[config.mk]
export PLATFORM = sky130hd
export DESIGN_NAME = ysyx_22041071_div_ctrl
export DESIGN_NICKNAME = d
export VERILOG_FILES = /design/src/rtl/ysyx_22041071_div_ctrl_pkg.sv /design/src/rtl/ysyx_22041071_div_special.sv /design/src/rtl/ysyx_22041071_div_ctrl.sv
export SDC_FILE = /design/constraint.sdc
export NUM_CORES = 1
export LEC_CHECK = 0
export ABC_CLOCK_PERIOD_IN_PS = 6900
export CAP_MARGIN = 40
export CORE_AREA = 8 8 174 176
export CTS_BUF_LIST = sky130_fd_sc_hd__clkbuf_4
export DETAILED_ROUTE_END_ITERATION = 7
export DIE_AREA = 0 0 182 184
export PLACE_DENSITY = 0.76
export SYNTH_ARGS = -nofsm -noshare
export SYNTH_HDL_FRONTEND = slang
export SYNTH_SLANG_ARGS = --single-unit
[constraint.sdc]
create_clock -name clk -period 6.9 [get_ports clk]
set_clock_uncertainty 0.05 [all_clocks]
set_input_delay 0.69 -clock clk [delete_from_list [all_inputs] [get_ports clk]]
set_output_delay 0.69 -clock clk [all_outputs]
set_load 0.05 [all_outputs]
[src/rtl/ysyx_22041071_div_ctrl_pkg.sv]
// Shared op/state encodings and operand helpers for the RV64 divider controller.
package ysyx_22041071_div_ctrl_pkg;

  localparam int unsigned YSYX_22041071_XLEN = 64;

  typedef enum logic [1:0] {
    YSYX_22041071_OP_DIV  = 2'b00,
    YSYX_22041071_OP_DIVU = 2'b01,
    YSYX_22041071_OP_REM  = 2'b10,
    YSYX_22041071_OP_REMU = 2'b11
  } ysyx_22041071_div_op_e;

  typedef enum logic [1:0] {
    YSYX_22041071_S_IDLE  = 2'b00,
    YSYX_22041071_S_WAIT  = 2'b01,
    YSYX_22041071_S_RESP  = 2'b10,
    YSYX_22041071_S_DRAIN = 2'b11
  } ysyx_22041071_div_state_e;

  function automatic logic ysyx_22041071_is_signed(input ysyx_22041071_div_op_e op);
    return (op == YSYX_22041071_OP_DIV) || (op == YSYX_22041071_OP_REM);
  endfunction

  function automatic logic ysyx_22041071_is_rem(input ysyx_22041071_div_op_e op);
    return (op == YSYX_22041071_OP_REM) || (op == YSYX_22041071_OP_REMU);
  endfunction

  // *W results are the low word sign-extended to 64 bits.
  function automatic logic [63:0] ysyx_22041071_sext_w(input logic [63:0] v, input logic is_word);
    return is_word ? {{32{v[31]}}, v[31:0]} : v;
  endfunction

  // *W operands keep only the low word, extended according to signedness.
  function automatic logic [63:0] ysyx_22041071_norm_opnd(input logic [63:0] v, input logic is_word,
                                                          input logic is_signed);
    return is_word ? {{32{is_signed & v[31]}}, v[31:0]} : v;
  endfunction

endpackage

[src/rtl/ysyx_22041071_div_special.sv]
// Combinational detection of divide-by-zero and signed overflow, with the architectural result.
module ysyx_22041071_div_special
  import ysyx_22041071_div_ctrl_pkg::*;
(
  input  ysyx_22041071_div_op_e             op,
  input  logic                              is_word,
  input  logic [YSYX_22041071_XLEN-1:0]     dividend,
  input  logic [YSYX_22041071_XLEN-1:0]     divisor,
  output logic                              bypass,
  output logic [YSYX_22041071_XLEN-1:0]     result
);

  logic                          div_zero;
  logic                          overflow;
  logic [YSYX_22041071_XLEN-1:0] quo;
  logic [YSYX_22041071_XLEN-1:0] rem;

  always_comb begin
    div_zero = is_word ? (divisor[31:0] == 32'd0) : (divisor == '0);
    overflow = ysyx_22041071_is_signed(op) &
               (is_word ? ((dividend[31:0] == 32'h8000_0000) && (divisor[31:0] == 32'hFFFF_FFFF))
                        : ((dividend == {1'b1, 63'd0}) && (divisor == '1)));
    quo      = div_zero ? '1 : dividend;
    rem      = div_zero ? dividend : '0;
    bypass   = div_zero | overflow;
    result   = ysyx_22041071_sext_w(ysyx_22041071_is_rem(op) ? rem : quo, is_word);
  end

endmodule

[src/rtl/ysyx_22041071_div_ctrl.sv]
// Sequencing between the pipeline and the iterative divider: special-case bypass, flush/drain.
// Define YSYX_22041071_DIV_CACHE_EN to add a one-entry cache of the last divider result.
module ysyx_22041071_div_ctrl
  import ysyx_22041071_div_ctrl_pkg::*;
(
  input  logic                          clk,
  input  logic                          reset,
  input  logic                          req_valid,
  output logic                          req_ready,
  input  logic [1:0]                    op,
  input  logic                          is_word,
  input  logic [YSYX_22041071_XLEN-1:0] src1,
  input  logic [YSYX_22041071_XLEN-1:0] src2,
  input  logic                          flush,
  output logic                          res_valid,
  output logic [YSYX_22041071_XLEN-1:0] result,
  output logic                          busy,
  output logic                          div_valid,
  output logic                          div_signed,
  output logic                          divw,
  output logic                          div_flush,
  output logic [YSYX_22041071_XLEN-1:0] dividend,
  output logic [YSYX_22041071_XLEN-1:0] divisor,
  input  logic                          div_ready,
  input  logic                          out_valid,
  input  logic [YSYX_22041071_XLEN-1:0] quot,
  input  logic [YSYX_22041071_XLEN-1:0] rema
);

  ysyx_22041071_div_state_e      state, state_nxt;
  ysyx_22041071_div_op_e         op_in;
  logic                          in_signed;
  logic                          accept;
  logic                          divider_done;
  logic                          sel_rem_q;
  logic                          word_q;
  logic                          spec_hit;
  logic                          cache_hit;
  logic [YSYX_22041071_XLEN-1:0] a_in;
  logic [YSYX_22041071_XLEN-1:0] b_in;
  logic [YSYX_22041071_XLEN-1:0] spec_result;
  logic [YSYX_22041071_XLEN-1:0] cache_result;

  assign op_in     = ysyx_22041071_div_op_e'(op);
  assign in_signed = ysyx_22041071_is_signed(op_in);
  assign a_in      = ysyx_22041071_norm_opnd(src1, is_word, in_signed);
  assign b_in      = ysyx_22041071_norm_opnd(src2, is_word, in_signed);

  assign req_ready    = (state == YSYX_22041071_S_IDLE) & div_ready;
  assign accept       = req_valid & req_ready & ~flush;
  assign busy         = (state != YSYX_22041071_S_IDLE);
  // A flush landing in the response cycle kills the pulse before the pipeline sees it.
  assign res_valid    = (state == YSYX_22041071_S_RESP) & ~flush;
  assign divider_done = (state == YSYX_22041071_S_WAIT) & out_valid & ~flush;

  ysyx_22041071_div_special u_special (
    .op       (op_in),
    .is_word  (is_word),
    .dividend (a_in),
    .divisor  (b_in),
    .bypass   (spec_hit),
    .result   (spec_result)
  );

`ifdef YSYX_22041071_DIV_CACHE_EN
  logic                          c_valid;
  logic                          c_signed;
  logic                          c_word;
  logic [YSYX_22041071_XLEN-1:0] c_src1, c_src2, c_quot, c_rema;

  assign cache_hit    = c_valid & (c_src1 == a_in) & (c_src2 == b_in) &
                        (c_signed == in_signed) & (c_word == is_word);
  assign cache_result = ysyx_22041071_sext_w(ysyx_22041071_is_rem(op_in) ? c_rema : c_quot, is_word);

  // NOTE: only the valid bit needs reset; the payload is never read while c_valid is low.
  always_ff @(posedge clk) begin
    if (!reset) begin
      c_valid <= 1'b0;
    end else if (divider_done) begin
      c_valid  <= 1'b1;
      c_src1   <= dividend;
      c_src2   <= divisor;
      c_signed <= div_signed;
      c_word   <= divw;
      c_quot   <= quot;
      c_rema   <= rema;
    end
  end
`else
  assign cache_hit    = 1'b0;
  assign cache_result = '0;
`endif

  // NOTE: defaulting state_nxt first keeps every path assigned, so no latch is inferred.
  always_comb begin
    state_nxt = state;
    unique case (state)
      YSYX_22041071_S_IDLE: begin
        if (accept) state_nxt = (spec_hit | cache_hit) ? YSYX_22041071_S_RESP : YSYX_22041071_S_WAIT;
      end
      YSYX_22041071_S_WAIT: begin
        if (flush)          state_nxt = out_valid ? YSYX_22041071_S_IDLE : YSYX_22041071_S_DRAIN;
        else if (out_valid) state_nxt = YSYX_22041071_S_RESP;
      end
      YSYX_22041071_S_RESP:  state_nxt = YSYX_22041071_S_IDLE;
      YSYX_22041071_S_DRAIN: if (out_valid) state_nxt = YSYX_22041071_S_IDLE;
      default:               state_nxt = YSYX_22041071_S_IDLE;
    endcase
  end

  // NOTE: state registers use non-blocking assignments so every flop samples pre-edge values.
  always_ff @(posedge clk) begin
    if (!reset) begin
      state      <= YSYX_22041071_S_IDLE;
      result     <= '0;
      div_valid  <= 1'b0;
      div_flush  <= 1'b0;
      div_signed <= 1'b0;
      divw       <= 1'b0;
      dividend   <= '0;
      divisor    <= '0;
      sel_rem_q  <= 1'b0;
      word_q     <= 1'b0;
    end else begin
      state     <= state_nxt;
      div_flush <= (state == YSYX_22041071_S_WAIT) & flush;
      if (accept) begin
        sel_rem_q  <= ysyx_22041071_is_rem(op_in);
        word_q     <= is_word;
        dividend   <= a_in;
        divisor    <= b_in;
        div_signed <= in_signed;
        divw       <= is_word;
        div_valid  <= ~(spec_hit | cache_hit);
        if (spec_hit)       result <= spec_result;
        else if (cache_hit) result <= cache_result;
      end else if ((state == YSYX_22041071_S_WAIT) && (out_valid || flush)) begin
        div_valid <= 1'b0;
      end
      if (divider_done) result <= ysyx_22041071_sext_w(sel_rem_q ? rema : quot, word_q);
    end
  end

endmodule

==> results of run 1 <==
cells in the mapped netlist, types with 2 or more instances:
library cell / count
or2_2: 6
buf_1: 10
mux2_2: 18
nor3_1: 18
nand2b_1: 2
buf_2: 2
nor4_1: 28
o21a_1: 4
o221a_2: 7
o32ai_1: 2
nand2_1: 184
nor2_1: 79
nor2b_1: 10
a21oi_1: 157
o21ai_0: 43
o221a_1: 10
and2_1: 2
buf_6: 3
or3_1: 3
mux2i_1: 47
o22ai_1: 8
inv_1: 16
and3b_1: 2
a32o_1: 31
or4b_1: 2
a311oi_1: 40
a31oi_1: 9
a221oi_1: 5
nand3b_1: 3
nand3_1: 6
and4_1: 3
a211oi_1: 64
dfxtp_1: 199
maj3_1: 7
or4_1: 4
nand4_1: 19
nor4b_1: 3
clkbuf_1: 102
flip-flops by register name, indices dropped and copies added (netlist names):
name / flops
dividend: 64
divisor: 64
result: 64
state: 2
div_flush: 1
div_signed: 1
div_valid: 1
sel_rem_q: 1
word_q: 1
critical path: cells and delay by family:
family / cells / cell delay [ns]
AOI/OAI and AO/OA: 3 / 1.31
buffers and inverters: 2 / 0.96
and+or+nand+nor: 4 / 1.57
power breakdown:
part	switching [W]	internal, W	total, W
registers	0.0000225	0.00119	0.00121
clock network	0.000489	0.000177	0.000667
logic	0.000351	0.000270	0.000621
stage by stage:
stage               std cells  utilization
finish                   1914        0.535
CTS                      1913        0.535
global route             1914        0.535
floorplan                1171            -
detailed placement       1881        0.524
global placement         1876        0.521
final timing paths:
kind | from | to | slack [ns] | cells after the start
setup / recovery | src2[31] | result[47] | 2.77 | 9
hold / removal | divisor[29] | divisor[29] | 0.42 | 2
setup reg to reg | state[1] | result[43] | 3.98 | 8
hold reg to reg | divisor[29] | divisor[29] | 0.42 | 2
cells by family after synthesis:
kind of cell    share of synthesized area
simple gates                        0.180
buf+inv                            0.0552
flops                               0.416
compound gates                      0.271
mux                                0.0703
fa+ha+maj                         0.00732
area by class of cell:
| class | count | area share |
|---|---|---|
| multi-input cells | 838 | 0.345 |
| repair buffers | 481 | 0.329 |
| flip-flops and latches | 199 | 0.271 |
| well taps | 346 | 0.0294 |
| clock inverters | 14 | 0.0118 |
| clock buffers | 18 | 0.00919 |
| inverters | 17 | 0.00468 |
| diodes | 1 | 0.000170 |
metal layers:
layer	track usage	share of wire	vias up
li1	-	-	5110
met3	0.0842	0.097	45
met5	0	0.00029	-
met4	0.0630	0.019	2
met2	0.456	0.50	585
met1	0.287	0.38	5174
==> impl_metrics.ini, run 1 <==
[synth]
ys.flop_type = dfxtp_1
netlist_area_mm2 = 0.00957
synth-seq-area-share = 0.416
syn_avg_cell_area_um2 = 8.17
synth-edff-count = 0
yosysWarnings = 0
yosys.area.top_type = dfxtp_1
ys_ff_latch = 199
synth_nets = 1436
synthTopCellsByArea = dfxtp_1 42%, a21oi_1 8.2%, nand2_1 7.2%
synth_top_area_share = 0.416
yosys.cell_types.count = 51
synthArstFlopShare = 0
synth_cells = 1171

[drt]
vias = 10900
drtIter0Drc = 916
drcViolationCount = 0
drt-wirelength-per-cell_um = 23.4
wl_mm = 44.8
ant_nets = 0
vias_per_cell = 5.70
drt_first_pass_iters = 5

[final_layout]
fin_nets = 1819
drive_gt1_frac = 0.0606
syn2layout_area_growth_pct = 53.7
num-fill-cells = 2545
finish.instance_area_mm2 = 0.0147
final_common_cell = clkdlybuf4s50_1
register_area_mm2 = 0.00399
final_cell_mix = 462 x clkdlybuf4s50_1, 198 x dfxtp_1, 184 x nand2_1
multiInputGateArea_mm2 = 0.00508

[worst_setup_path]
cp.arrival_ns = 4.56
critPathLaunchType = input port
worstSetupPathType = input port to register
slowest_stage = a21oi_2
cp.required_ns = 7.33
slowest_delay_ns = 0.71
path_cells = clkdlybuf4s50_1 -> nor4b_1 -> nand4_1 -> nor4_2 -> o2111ai_1 -> a21oi_2 -> nor2_2 -> buf_4 -> a221oi_1
cp-end-kind = register
path_max_fanout = 36

[grt]
grt_max_degree = 97
grtUsageTotal = 0.254
grt_pass1_wl_mm = 66.3
antenna_found_initial = 2
grt-ovfl-total = 0
grt_pass1_vias = 10900

[timing]
relSlewSlack = 0.443
rsz0062_at_grt = no
hold_viol_final = 0
final.period_utilization = 0.598
worst_hold_slack_ns = 0.417
finalCriticalPeriod_ns = 4.13
setup_viol = 0
worst_slew_pin_slew_ns = 0.835
max_freq_mhz = 242
setup_ws_ns = 2.77
tns_ns = 0
maxSlewViolCount = 0

[clock_network]
htreeDepth = 4
clock_path_buffers = 2
clock-root-buffer = clkbuf_4
path_clk_slew_ns = 0.18
ctsHoldBuffers = 0
cts-resized-gates = 0
cts_tree = built
post_cts_buffers = 0
clock-sinks = 199
cts_made_buffers = 17
clock_latency_ns = 0.59

[floorplanning]
core_mm2 = 0.0275
die_y_um = 184
die_area_mm2 = 0.0335
die_w_um = 182
core.rowCount = 61
start_util = 0.348
io_pins = 464

[power]
total_power_w = 0.00250
leakage_nw = 4.78
power_per_cell_area_mw_per_mm2 = 170
peakVddDrop_mv = 0.118

[placement]
io_buffers = 463
gp_congestion = 0.920
pre_cts_ws_ns = 2.09
hpwlAfterDp_mm = 34.7
post_dp_cell_area_mm2 = 0.0144

[run]
maxCapViolCount = 0

[outcome]
status = finished, final reports clean

[hold_path]
hp-class = register to register
No activity file was read; power rests on OpenSTA's default activity.
==> run 2, diff against run 1 <==
--- a/config.mk
+++ b/config.mk
@@ -5,7 +5,7 @@
 export SDC_FILE = /design/constraint.sdc
 export NUM_CORES = 1
 export LEC_CHECK = 0
-export ABC_CLOCK_PERIOD_IN_PS = 6900
+export ABC_CLOCK_PERIOD_IN_PS = 4300
 export CAP_MARGIN = 40
 export CORE_AREA = 8 8 174 176
 export CTS_BUF_LIST = sky130_fd_sc_hd__clkbuf_4
==> constraint.sdc (replaced) <==
create_clock -name clk -period 4.3 [get_ports clk]
set_clock_uncertainty 0.05 [all_clocks]
set_input_delay 0.43 -clock clk [delete_from_list [all_inputs] [get_ports clk]]
set_output_delay 0.43 -clock clk [all_outputs]
set_load 0.05 [all_outputs]
==> run 2 against run 1 <==
Compared with the run above: register-to-register slack got worse by 2.1 ns; sequential share of layout area about the same; global-route usage decreased by 0.36 points; critical path depth unchanged; combinational power increased by 60%; worst setup slack got worse by 1.9 ns; first-iteration DRC count decreased by 24%; via count decreased by 0.69%; largest power group unchanged.
==> impl_metrics.ini, run 2 (synthesized netlist as in run 1, its figures left out) <==
[clock_network]
clock-sinks = 199
cts-resized-gates = 0
cts_tree = built
clock_latency_ns = 0.57
cts_made_buffers = 17
clock-root-buffer = clkbuf_4
path_clk_slew_ns = 0.19
post_cts_buffers = 0
htreeDepth = 4
clock_path_buffers = 2
ctsHoldBuffers = 0

[power]
leakage_nw = 4.81
total_power_w = 0.00402
power_per_cell_area_mw_per_mm2 = 273
peakVddDrop_mv = 0.211

[hold_path]
hp-class = input port to register

[drt]
ant_nets = 0
drt-wirelength-per-cell_um = 23.1
vias = 10800
drcViolationCount = 0
drtIter0Drc = 695
wl_mm = 44.3
vias_per_cell = 5.64
drt_first_pass_iters = 5

[floorplanning]
die_area_mm2 = 0.0335
die_w_um = 182
core.rowCount = 61
io_pins = 464
start_util = 0.348
core_mm2 = 0.0275
die_y_um = 184

[final_layout]
drive_gt1_frac = 0.0648
multiInputGateArea_mm2 = 0.00508
register_area_mm2 = 0.00399
final_cell_mix = 462 x clkdlybuf4s50_1, 198 x dfxtp_1, 184 x nand2_1
syn2layout_area_growth_pct = 54.0
top_regs = dividend: 64 flops, divisor: 64 flops, result: 64 flops
num-fill-cells = 2496
final_common_cell = clkdlybuf4s50_1
finish.instance_area_mm2 = 0.0147
fin_nets = 1827

[run]
maxCapViolCount = 0

[placement]
io_buffers = 463
post_dp_cell_area_mm2 = 0.0144
gp_congestion = 0.924
hpwlAfterDp_mm = 34.3

[timing]
maxSlewViolCount = 0
max_freq_mhz = 292
finalCriticalPeriod_ns = 3.43
relSlewSlack = 0.476
setup_viol = 0
worst_slew_pin_slew_ns = 0.786
hold_viol_final = 0
rsz0062_at_grt = no
tns_ns = 0
worst_hold_slack_ns = 0.228
final.period_utilization = 0.798

[worst_setup_path]
worstSetupPathType = input port to register
critPathLaunchType = input port
cp.required_ns = 4.80
cp.arrival_ns = 3.93
cp-end-kind = register
path_max_fanout = 34

[grt]
antenna_found_initial = 3
grt_pass1_wl_mm = 65.6
grt_max_degree = 87
grt-ovfl-total = 0
grt_pass1_vias = 10800
grtUsageTotal = 0.251

[outcome]
status = finished, final reports clean
run 2: final cells by class:
cell class,count,area share
clock inverter,14,0.0122
antenna,2,0.000340
sequential,199,0.271
inverter,17,0.00467
multi-input combinational,838,0.344
clock buffer,17,0.00866
timing repair buffer,489,0.330
tap,346,0.0294
run 2: stage by stage:
stage	setup WS, ns	util	std cells
after floorplan	1.44	-	1171
after global placement	0.257	0.524	1887
after detailed placement	0.220	0.525	1889
after CTS	0.871	0.536	1920
after global routing	0.803	0.536	1922
final	0.871	0.536	1922
run 2: worst paths after layout:
kind | start | to | slack, ns | cells after the start
max | src2[31] | result[58] | 0.87 | 9
min | reset | dividend[7] | 0.23 | 3
max reg2reg | state[0] | result[47] | 1.86 | 6
min reg2reg | dividend[24] | dividend[24] | 0.42 | 2
run 2: where the power goes:
part	leakage [nW]	switching [W]	internal, W
registers	1.62	0.0000347	0.00191
logic	3.03	0.000562	0.000434
clock network	0.160	0.000761	0.000327
run 2: worst max-delay path, stage by stage:
cell	delay, ns
clkdlybuf4s50_1	0.70
nor4b_1	0.59
nand4_1	0.28
nor4_2	0.48
o2111ai_1	0.29
a21o_1	0.27
buf_4	0.25
nand2_2	0.36
o221a_2	0.26
run 2: routing by layer:
layer | global-route usage | part of all wire
met1 | 0.275 | 0.38
met2 | 0.449 | 0.49
met3 | 0.0850 | 0.096
met4 | 0.0813 | 0.028
met5 | 0 | 0.00029
